$ cat config.mk
export PLATFORM = sky130hd
export DESIGN_NAME = multi_chan_count_src
export DESIGN_NICKNAME = d
export VERILOG_FILES = /design/src/rtl/multi_chan_count_src.sv
export SDC_FILE = /design/constraint.sdc
export NUM_CORES = 1
export LEC_CHECK = 0
export ABC_CLOCK_PERIOD_IN_PS = 2500
export BUFFER_PORTS_ARGS = -buffer_cell sky130_fd_sc_hd__buf_2
export CAP_MARGIN = 15
export CELL_PAD_IN_SITES_DETAIL_PLACEMENT = 1
export CELL_PAD_IN_SITES_GLOBAL_PLACEMENT = 2
export CORE_ASPECT_RATIO = 0.5
export CORE_MARGIN = 5
export CORE_UTILIZATION = 34
export DETAILED_ROUTE_END_ITERATION = 10
export PLACE_DENSITY_LB_ADDON = 0.08
export SETUP_SLACK_MARGIN = 0.4
export SLEW_MARGIN = 15
export SYNTH_ARGS = -nofsm -noshare
export SYNTH_HDL_FRONTEND = slang
export SYNTH_SLANG_ARGS = --single-unit
$ cat constraint.sdc
create_clock -name clk -period 2.5 [get_ports clk]
set_input_delay 0.5 -clock clk [delete_from_list [all_inputs] [get_ports clk]]
set_output_delay 0.5 -clock clk [all_outputs]
set_load 0.05 [all_outputs]
$ cat src/rtl/multi_chan_count_src.sv
// multi_chan_count_src: N_CH independent counters, each with its own mode, feed
// per-channel FIFOs. A round-robin arbiter drains the FIFOs into one registered
// valid/ready output stream. Each beat is tagged with its source channel and
// carries a flag saying whether the value came from a wrap transition.
module multi_chan_count_src #(
  parameter int WIDTH = 8,
  parameter int N_CH  = 2,
  parameter int DEPTH = 4,
  parameter int STEP  = 1,
  parameter int LIMIT = (2 ** WIDTH) - 1,
  localparam int CW   = (N_CH > 1) ? $clog2(N_CH) : 1
) (
  input  logic              clk,
  input  logic              reset,
  input  logic [N_CH-1:0]   en,
  input  logic [2*N_CH-1:0] mode,
  output logic              out_valid,
  input  logic              out_ready,
  output logic [WIDTH-1:0]  out_data,
  output logic [CW-1:0]     out_ch,
  output logic              out_wrap
);

  localparam int AW = $clog2(DEPTH);

  // ext_t doubles as the FIFO entry format {wrap, data}
  typedef logic [WIDTH:0]   ext_t;
  typedef logic [WIDTH-1:0] data_t;
  typedef logic [AW-1:0]    ptr_t;
  typedef logic [AW:0]      fill_t;
  typedef logic [CW-1:0]    ch_t;

  localparam ext_t  STEP_X    = ext_t'(STEP);
  localparam ext_t  LIMIT_X   = ext_t'(LIMIT);
  localparam ext_t  ONE_X     = ext_t'(1);
  localparam ext_t  ZERO_X    = ext_t'(0);
  localparam data_t DATA_ZERO = data_t'(0);
  localparam ptr_t  PTR_ZERO  = ptr_t'(0);
  localparam ptr_t  PTR_ONE   = ptr_t'(1);
  localparam fill_t FILL_ZERO = fill_t'(0);
  localparam fill_t FILL_ONE  = fill_t'(1);
  localparam fill_t FILL_FULL = fill_t'(DEPTH);
  localparam ch_t   CH_ZERO   = ch_t'(0);
  localparam ch_t   CH_ONE    = ch_t'(1);
  localparam ch_t   CH_LAST   = ch_t'(N_CH - 1);

  // Advance one counter. The extra bit keeps cur+STEP and cur+LIMIT+1 from
  // overflowing when LIMIT is the full WIDTH range. Returns {wrap, next_value}.
  function automatic ext_t next_cnt(input data_t cur, input logic [1:0] m);
    ext_t cur_x;
    ext_t sum_x;
    ext_t res_x;
    logic wrap;
    cur_x = {1'b0, cur};
    sum_x = cur_x + STEP_X;
    res_x = cur_x;
    wrap  = 1'b0;
    case (m)
      2'b00: begin
        if (sum_x > LIMIT_X) begin
          res_x = sum_x - LIMIT_X - ONE_X;
          wrap  = 1'b1;
        end else begin
          res_x = sum_x;
          wrap  = 1'b0;
        end
      end
      2'b01: begin
        if (cur_x < STEP_X) begin
          res_x = cur_x + LIMIT_X + ONE_X - STEP_X;
          wrap  = 1'b1;
        end else begin
          res_x = cur_x - STEP_X;
          wrap  = 1'b0;
        end
      end
      2'b10: begin
        res_x = (sum_x > LIMIT_X) ? LIMIT_X : sum_x;
        wrap  = 1'b0;
      end
      2'b11: begin
        res_x = cur_x;
        wrap  = 1'b0;
      end
      default: begin
        res_x = cur_x;
        wrap  = 1'b0;
      end
    endcase
    return {wrap, res_x[WIDTH-1:0]};
  endfunction

  // First non-empty channel at or after 'start', modulo N_CH. Returns {found, channel}.
  function automatic logic [CW:0] find_grant(input ch_t start, input logic [N_CH-1:0] ne);
    logic found;
    ch_t  gnt;
    int   idx;
    found = 1'b0;
    gnt   = CH_ZERO;
    for (int k = 0; k < N_CH; k++) begin
      idx = (int'(start) + k) % N_CH;
      if (!found && ne[idx]) begin
        found = 1'b1;
        gnt   = ch_t'(idx);
      end
    end
    return {found, gnt};
  endfunction

  data_t cnt_q   [N_CH];
  data_t cnt_d   [N_CH];
  logic  wrapf_q [N_CH];
  logic  wrapf_d [N_CH];
  ext_t  mem_q   [N_CH][DEPTH];
  ext_t  mem_d   [N_CH][DEPTH];
  ptr_t  wptr_q  [N_CH];
  ptr_t  wptr_d  [N_CH];
  ptr_t  rptr_q  [N_CH];
  ptr_t  rptr_d  [N_CH];
  fill_t fill_q  [N_CH];
  fill_t fill_d  [N_CH];
  ch_t   rr_q, rr_d;

  logic  out_valid_q, out_valid_d;
  data_t out_data_q, out_data_d;
  ch_t   out_ch_q, out_ch_d;
  logic  out_wrap_q, out_wrap_d;

  logic            load_s;
  logic [N_CH-1:0] ne_s;
  logic [N_CH-1:0] push_s;
  logic [N_CH-1:0] pop_s;
  logic            grant_found_s;
  ch_t             grant_s;
  ext_t            head_s;

  // Push/pop decisions from registered fill levels, round-robin grant and head-of-FIFO mux
  always_comb begin
    load_s = !out_valid_q || out_ready;
    for (int c = 0; c < N_CH; c++) begin
      ne_s[c]   = (fill_q[c] != FILL_ZERO);
      push_s[c] = en[c] && (fill_q[c] != FILL_FULL);
    end
    {grant_found_s, grant_s} = find_grant(rr_q, ne_s);
    head_s = ZERO_X;
    for (int c = 0; c < N_CH; c++) begin
      pop_s[c] = load_s && grant_found_s && (grant_s == ch_t'(c));
      head_s   = head_s | ({(WIDTH+1){pop_s[c]}} & mem_q[c][rptr_q[c]]);
    end
  end

  // Next state of counters, wrap flags and FIFO storage/pointers/fill levels
  always_comb begin
    cnt_d   = cnt_q;
    wrapf_d = wrapf_q;
    mem_d   = mem_q;
    wptr_d  = wptr_q;
    rptr_d  = rptr_q;
    fill_d  = fill_q;
    for (int c = 0; c < N_CH; c++) begin
      if (push_s[c]) begin
        mem_d[c][wptr_q[c]]      = {wrapf_q[c], cnt_q[c]};
        wptr_d[c]                = wptr_q[c] + PTR_ONE;
        {wrapf_d[c], cnt_d[c]}   = next_cnt(cnt_q[c], mode[2*c +: 2]);
      end else begin
        wptr_d[c] = wptr_q[c];
      end
      if (pop_s[c]) begin
        rptr_d[c] = rptr_q[c] + PTR_ONE;
      end else begin
        rptr_d[c] = rptr_q[c];
      end
      case ({push_s[c], pop_s[c]})
        2'b10:   fill_d[c] = fill_q[c] + FILL_ONE;
        2'b01:   fill_d[c] = fill_q[c] - FILL_ONE;
        default: fill_d[c] = fill_q[c];
      endcase
    end
  end

  // Output register: reloads whenever empty or accepted, holds while stalled
  always_comb begin
    out_valid_d = out_valid_q;
    out_data_d  = out_data_q;
    out_ch_d    = out_ch_q;
    out_wrap_d  = out_wrap_q;
    rr_d        = rr_q;
    if (load_s) begin
      if (grant_found_s) begin
        out_valid_d = 1'b1;
        out_data_d  = head_s[WIDTH-1:0];
        out_wrap_d  = head_s[WIDTH];
        out_ch_d    = grant_s;
        rr_d        = (grant_s == CH_LAST) ? CH_ZERO : grant_s + CH_ONE;
      end else begin
        out_valid_d = 1'b0;
      end
    end else begin
      out_valid_d = out_valid_q;
    end
  end

  // State registers with synchronous reset that discards all queued and presented data
  always_ff @(posedge clk) begin
    if (reset) begin
      for (int c = 0; c < N_CH; c++) begin
        cnt_q[c]   <= DATA_ZERO;
        wrapf_q[c] <= 1'b0;
        wptr_q[c]  <= PTR_ZERO;
        rptr_q[c]  <= PTR_ZERO;
        fill_q[c]  <= FILL_ZERO;
        for (int k = 0; k < DEPTH; k++) begin
          mem_q[c][k] <= ZERO_X;
        end
      end
      rr_q        <= CH_ZERO;
      out_valid_q <= 1'b0;
      out_data_q  <= DATA_ZERO;
      out_ch_q    <= CH_ZERO;
      out_wrap_q  <= 1'b0;
    end else begin
      cnt_q       <= cnt_d;
      wrapf_q     <= wrapf_d;
      wptr_q      <= wptr_d;
      rptr_q      <= rptr_d;
      fill_q      <= fill_d;
      mem_q       <= mem_d;
      rr_q        <= rr_d;
      out_valid_q <= out_valid_d;
      out_data_q  <= out_data_d;
      out_ch_q    <= out_ch_d;
      out_wrap_q  <= out_wrap_d;
    end
  end

  assign out_valid = out_valid_q;
  assign out_data  = out_data_q;
  assign out_ch    = out_ch_q;
  assign out_wrap  = out_wrap_q;

endmodule
==> impl_metrics.csv <==
group,metric,value,unit
outcome,outcome,"finished clean",
pwr,power_leakage,2.60,nW
setup_path,critPathTopFamily,"simple AND/OR/NAND/NOR gates",
sta,max_freq,442,MHz
sta,slew_viol_final,0,
global_route,met3_usage,0.0386,
route,wirelength,19700,um
sta,finalWorstSetupSlack,238,ps
pwr,power.density,945,nW/um^2
pwr,p_total,6.90,mW
global_route,grt_pass1_vias,5598,
route,vias,5566,
layout,nets,798,
global_route,grt_most_used_layer,"met2",
setup_path,r2r_cells,8,
synthesis,async_flop_share,0,
synthesis,yosys_warnings,0,
setup_path,cpMaxStageDelayCell,"or3_4",
synthesis,synth_adder_area_share,0.0558,
route,route.detailed.drc,0,
synthesis,synth_top_family_by_area,"simple AND/OR/NAND/NOR gates",
sta,hold_viol,0,
setup_path,cp_max_fo,3,
synthesis,syn_avg_cell_area,8.19,um^2
sta,skew,13.7,ps
setup_path,cp_slowest_stage_delay,410,ps
die,core_area,17500,um^2
setup_path,r2r_start,"fill_q[2]",
setup_path,crit_type,"flip-flop to flip-flop",
setup_path,path_buf_inv,1,
layout,instances_no_fill,1009,
layout,nFillCells,2043,
layout,drive_gt1_frac,0.205,
global_route,globalRouteOverflowTotal,0,
clocking,cts_max_path_buffers,2,
die,num_rows,34,
clocking,clk_pin_slew,70,ps
route,drt_iter0_markers,246,
synthesis,ys_seq_elements,116,
layout,syn2layout_area_growth,19.7,%
placed_design,io_buffers,19,
sta,worst_hold_slack,452,ps
pwr,peakVddDrop,0.000390,V
sta,period_minus_slack,2260,ps
global_route,antenna_found_initial,0,
sta,period_share,0.905,
synthesis,synthXorXnorAreaFrac,0.0230,
setup_path,cp-endpoint,"fill_q[5]",
placed_design,dp_worst_setup_slack,165,ps
die,die-area,20900,um^2
global_route,gr-usage-met2,0.314,
clocking,clk_latency,420,ps
setup_path,end_kind,"flip-flop",
sta,final-setup-viol-count,0,
global_route,grt_usage,0.190,
setup_path,worstPathArrival,2610,ps
clocking,cts_tree,"built",
synthesis,synth-simple-area-share,0.219,
setup_path,cp_cell_sequence,"or3_4 > a221oi_4 > ha_4 > inv_2 > fa_2 > xor2_1 > or3_1 > a21oi_2",
placed_design,dp.cells,969,
clocking,cts.sinks,116,
setup_path,r2r_slack,240,ps
die,dieWidth,199,um
synthesis,syn_area,6100,um^2
die,start_util,0.349,
clocking,ctsRootBufferMaster,"clkbuf_16",
synthesis,syn-num-nets,780,
synthesis,synth-edff-count,0,
flow_run,drv_cap,0,
global_route,grtUsageMet1,0.252,
setup_path,cp-start-kind,"flip-flop",
layout,fin_util,0.418,
sta,rsz0062_at_grt,"yes",
min_path,hold_path_class,"flip-flop to flip-flop",
setup_path,crit_cells,8,
layout,layout_common_cells,"104 x a21oi_1, 104 x dfxtp_1, 103 x nand2_1",
sta,setup-tns-final,0,ps
global_route,grt_max_degree,112,
synthesis,syn_inst,745,
synthesis,synth_cell_types,61,
placed_design,place_congestion,0.785,
sta,worst_slew_pin_slew,638,ps
route,drt-wirelength-per-cell,19.5,um
global_route,grt_pass1_wl,31300,um
route,first_pass_iters,4,
layout,antenna_cells,0,
placed_design,place_hpwl,13000,um
sta,slew_headroom,0.574,
die,num_io_pins,20,
setup_path,critPathRequiredTime,2850,ps
setup_path,r2r-end,"fill_q[5]",
placed_design,dpl_cell_area,6560,um^2
clocking,htreeDepth,4,
die,die_h,105,um
layout,final_area,7310,um^2
clocking,cts_buffers,17,
synthesis,synthMuxAreaShare,0.0765,
route,routed_via_density,5.52,
setup_path,startpoint,"fill_q[2]",
route,antenna_left,0,
synthesis,synth-seq-area-share,0.381,
synthesis,synth_compound_area_frac,0.186,
synthesis,yosys_most_used_dff,"dfxtp_1",
-- sequential cells by signal, indices dropped and copies added, names as in the netlist --
register and flops:
out_wrap 1, wptr_q 4, out_valid 1, fill_q 6, out_data 8, rptr_q 4
out_ch 1, rr_q 1, wrapf_q 2, mem_q 72, cnt_q 16
-- logic make-up (layout without fill, tap and decap cells) --
group	count (synthesis)	count (layout)
flip-flops	116	116
AO/OA/AOI/OAI	183	183
multiplexers	24	24
buffers and inverters	93	123
XOR/XNOR	16	16
AND/OR/NAND/NOR	287	287
adder cells (fa/ha/maj)	26	26
-- routing by layer --
| layer | up-vias | share of wire |
|---|---|---|
| li1 | 2686 | - |
| met5 | - | 0 |
| met1 | 2792 | 0.47 |
| met3 | 25 | 0.031 |
| met2 | 63 | 0.49 |
| met4 | 0 | 0.013 |
-- worst min-delay path by stage --
stage,startpoint,endpoint,cells past startpoint,slack (ps)
2_1_floorplan,mem_q[10],mem_q[10],2,430
4_1_cts,mem_q[52],mem_q[52],2,450
3_5_place_dp,mem_q[52],mem_q[52],2,450
6_report,mem_q[10],mem_q[10],2,450
3_3_place_gp,mem_q[29],mem_q[29],2,440
5_1_grt,mem_q[4],mem_q[4],2,470
-- synth_stat cells, types with 3 or more instances --
cell | number | share of area
nand2_1 | 107 | 0.066
or3b_2 | 3 | 0.0043
buf_1 | 15 | 0.0092
o32ai_1 | 5 | 0.0072
xnor2_1 | 8 | 0.011
a31oi_1 | 3 | 0.0031
o221ai_1 | 5 | 0.0072
nor2_1 | 49 | 0.030
inv_1 | 32 | 0.020
a222oi_1 | 8 | 0.013
nand4_1 | 5 | 0.0051
a211oi_1 | 6 | 0.0074
nor3_1 | 5 | 0.0041
a21o_1 | 3 | 0.0037
a21oi_1 | 105 | 0.086
mux4_2 | 18 | 0.066
nand2b_1 | 6 | 0.0062
or3_1 | 8 | 0.0082
o22ai_1 | 5 | 0.0051
mux2i_1 | 5 | 0.0082
dfxtp_1 | 116 | 0.38
buf_2 | 4 | 0.0033
and2_1 | 6 | 0.0062
a311oi_1 | 4 | 0.0057
clkbuf_1 | 41 | 0.025
nand3_1 | 79 | 0.065
ha_1 | 24 | 0.049
xor2_1 | 8 | 0.011
o21ai_0 | 15 | 0.012
a22oi_1 | 3 | 0.0037
a221oi_1 | 3 | 0.0043
-- cell type report --
class                      count  area (um^2)  share of cell area
multi-input combinational    536         3560               0.487
inverter                      32          123              0.0168
timing repair buffer          60          418              0.0572
clock inverter                12          109              0.0149
sequential                   116         2350               0.322
tap                          234          293              0.0401
clock buffer                  19          453              0.0620
-- repair_timing --
action,CTS,global route
hold buffers,0,0
pin swaps,4,8
setup buffers,5,4
endpoints found under the setup margin,19,21
resized for setup,18,16
-- tightest hold or removal path, delay by kind of cell, from the launching register on --
| kind | cells | cell delay (ps) |
|---|---|---|
| and+or+nand+nor | 1 | 50 |
| DFF | 1 | 300 |
| AOI/OAI and AO/OA | 1 | 50 |
-- power breakdown --
| part | switching, mW | total, mW | internal (mW) |
|---|---|---|---|
| clock | 0.948 | 2.36 | 1.41 |
| combinational | 1.36 | 2.29 | 0.933 |
| sequential | 0.221 | 2.25 | 2.03 |
No activity file was read; power rests on OpenSTA's default activity.
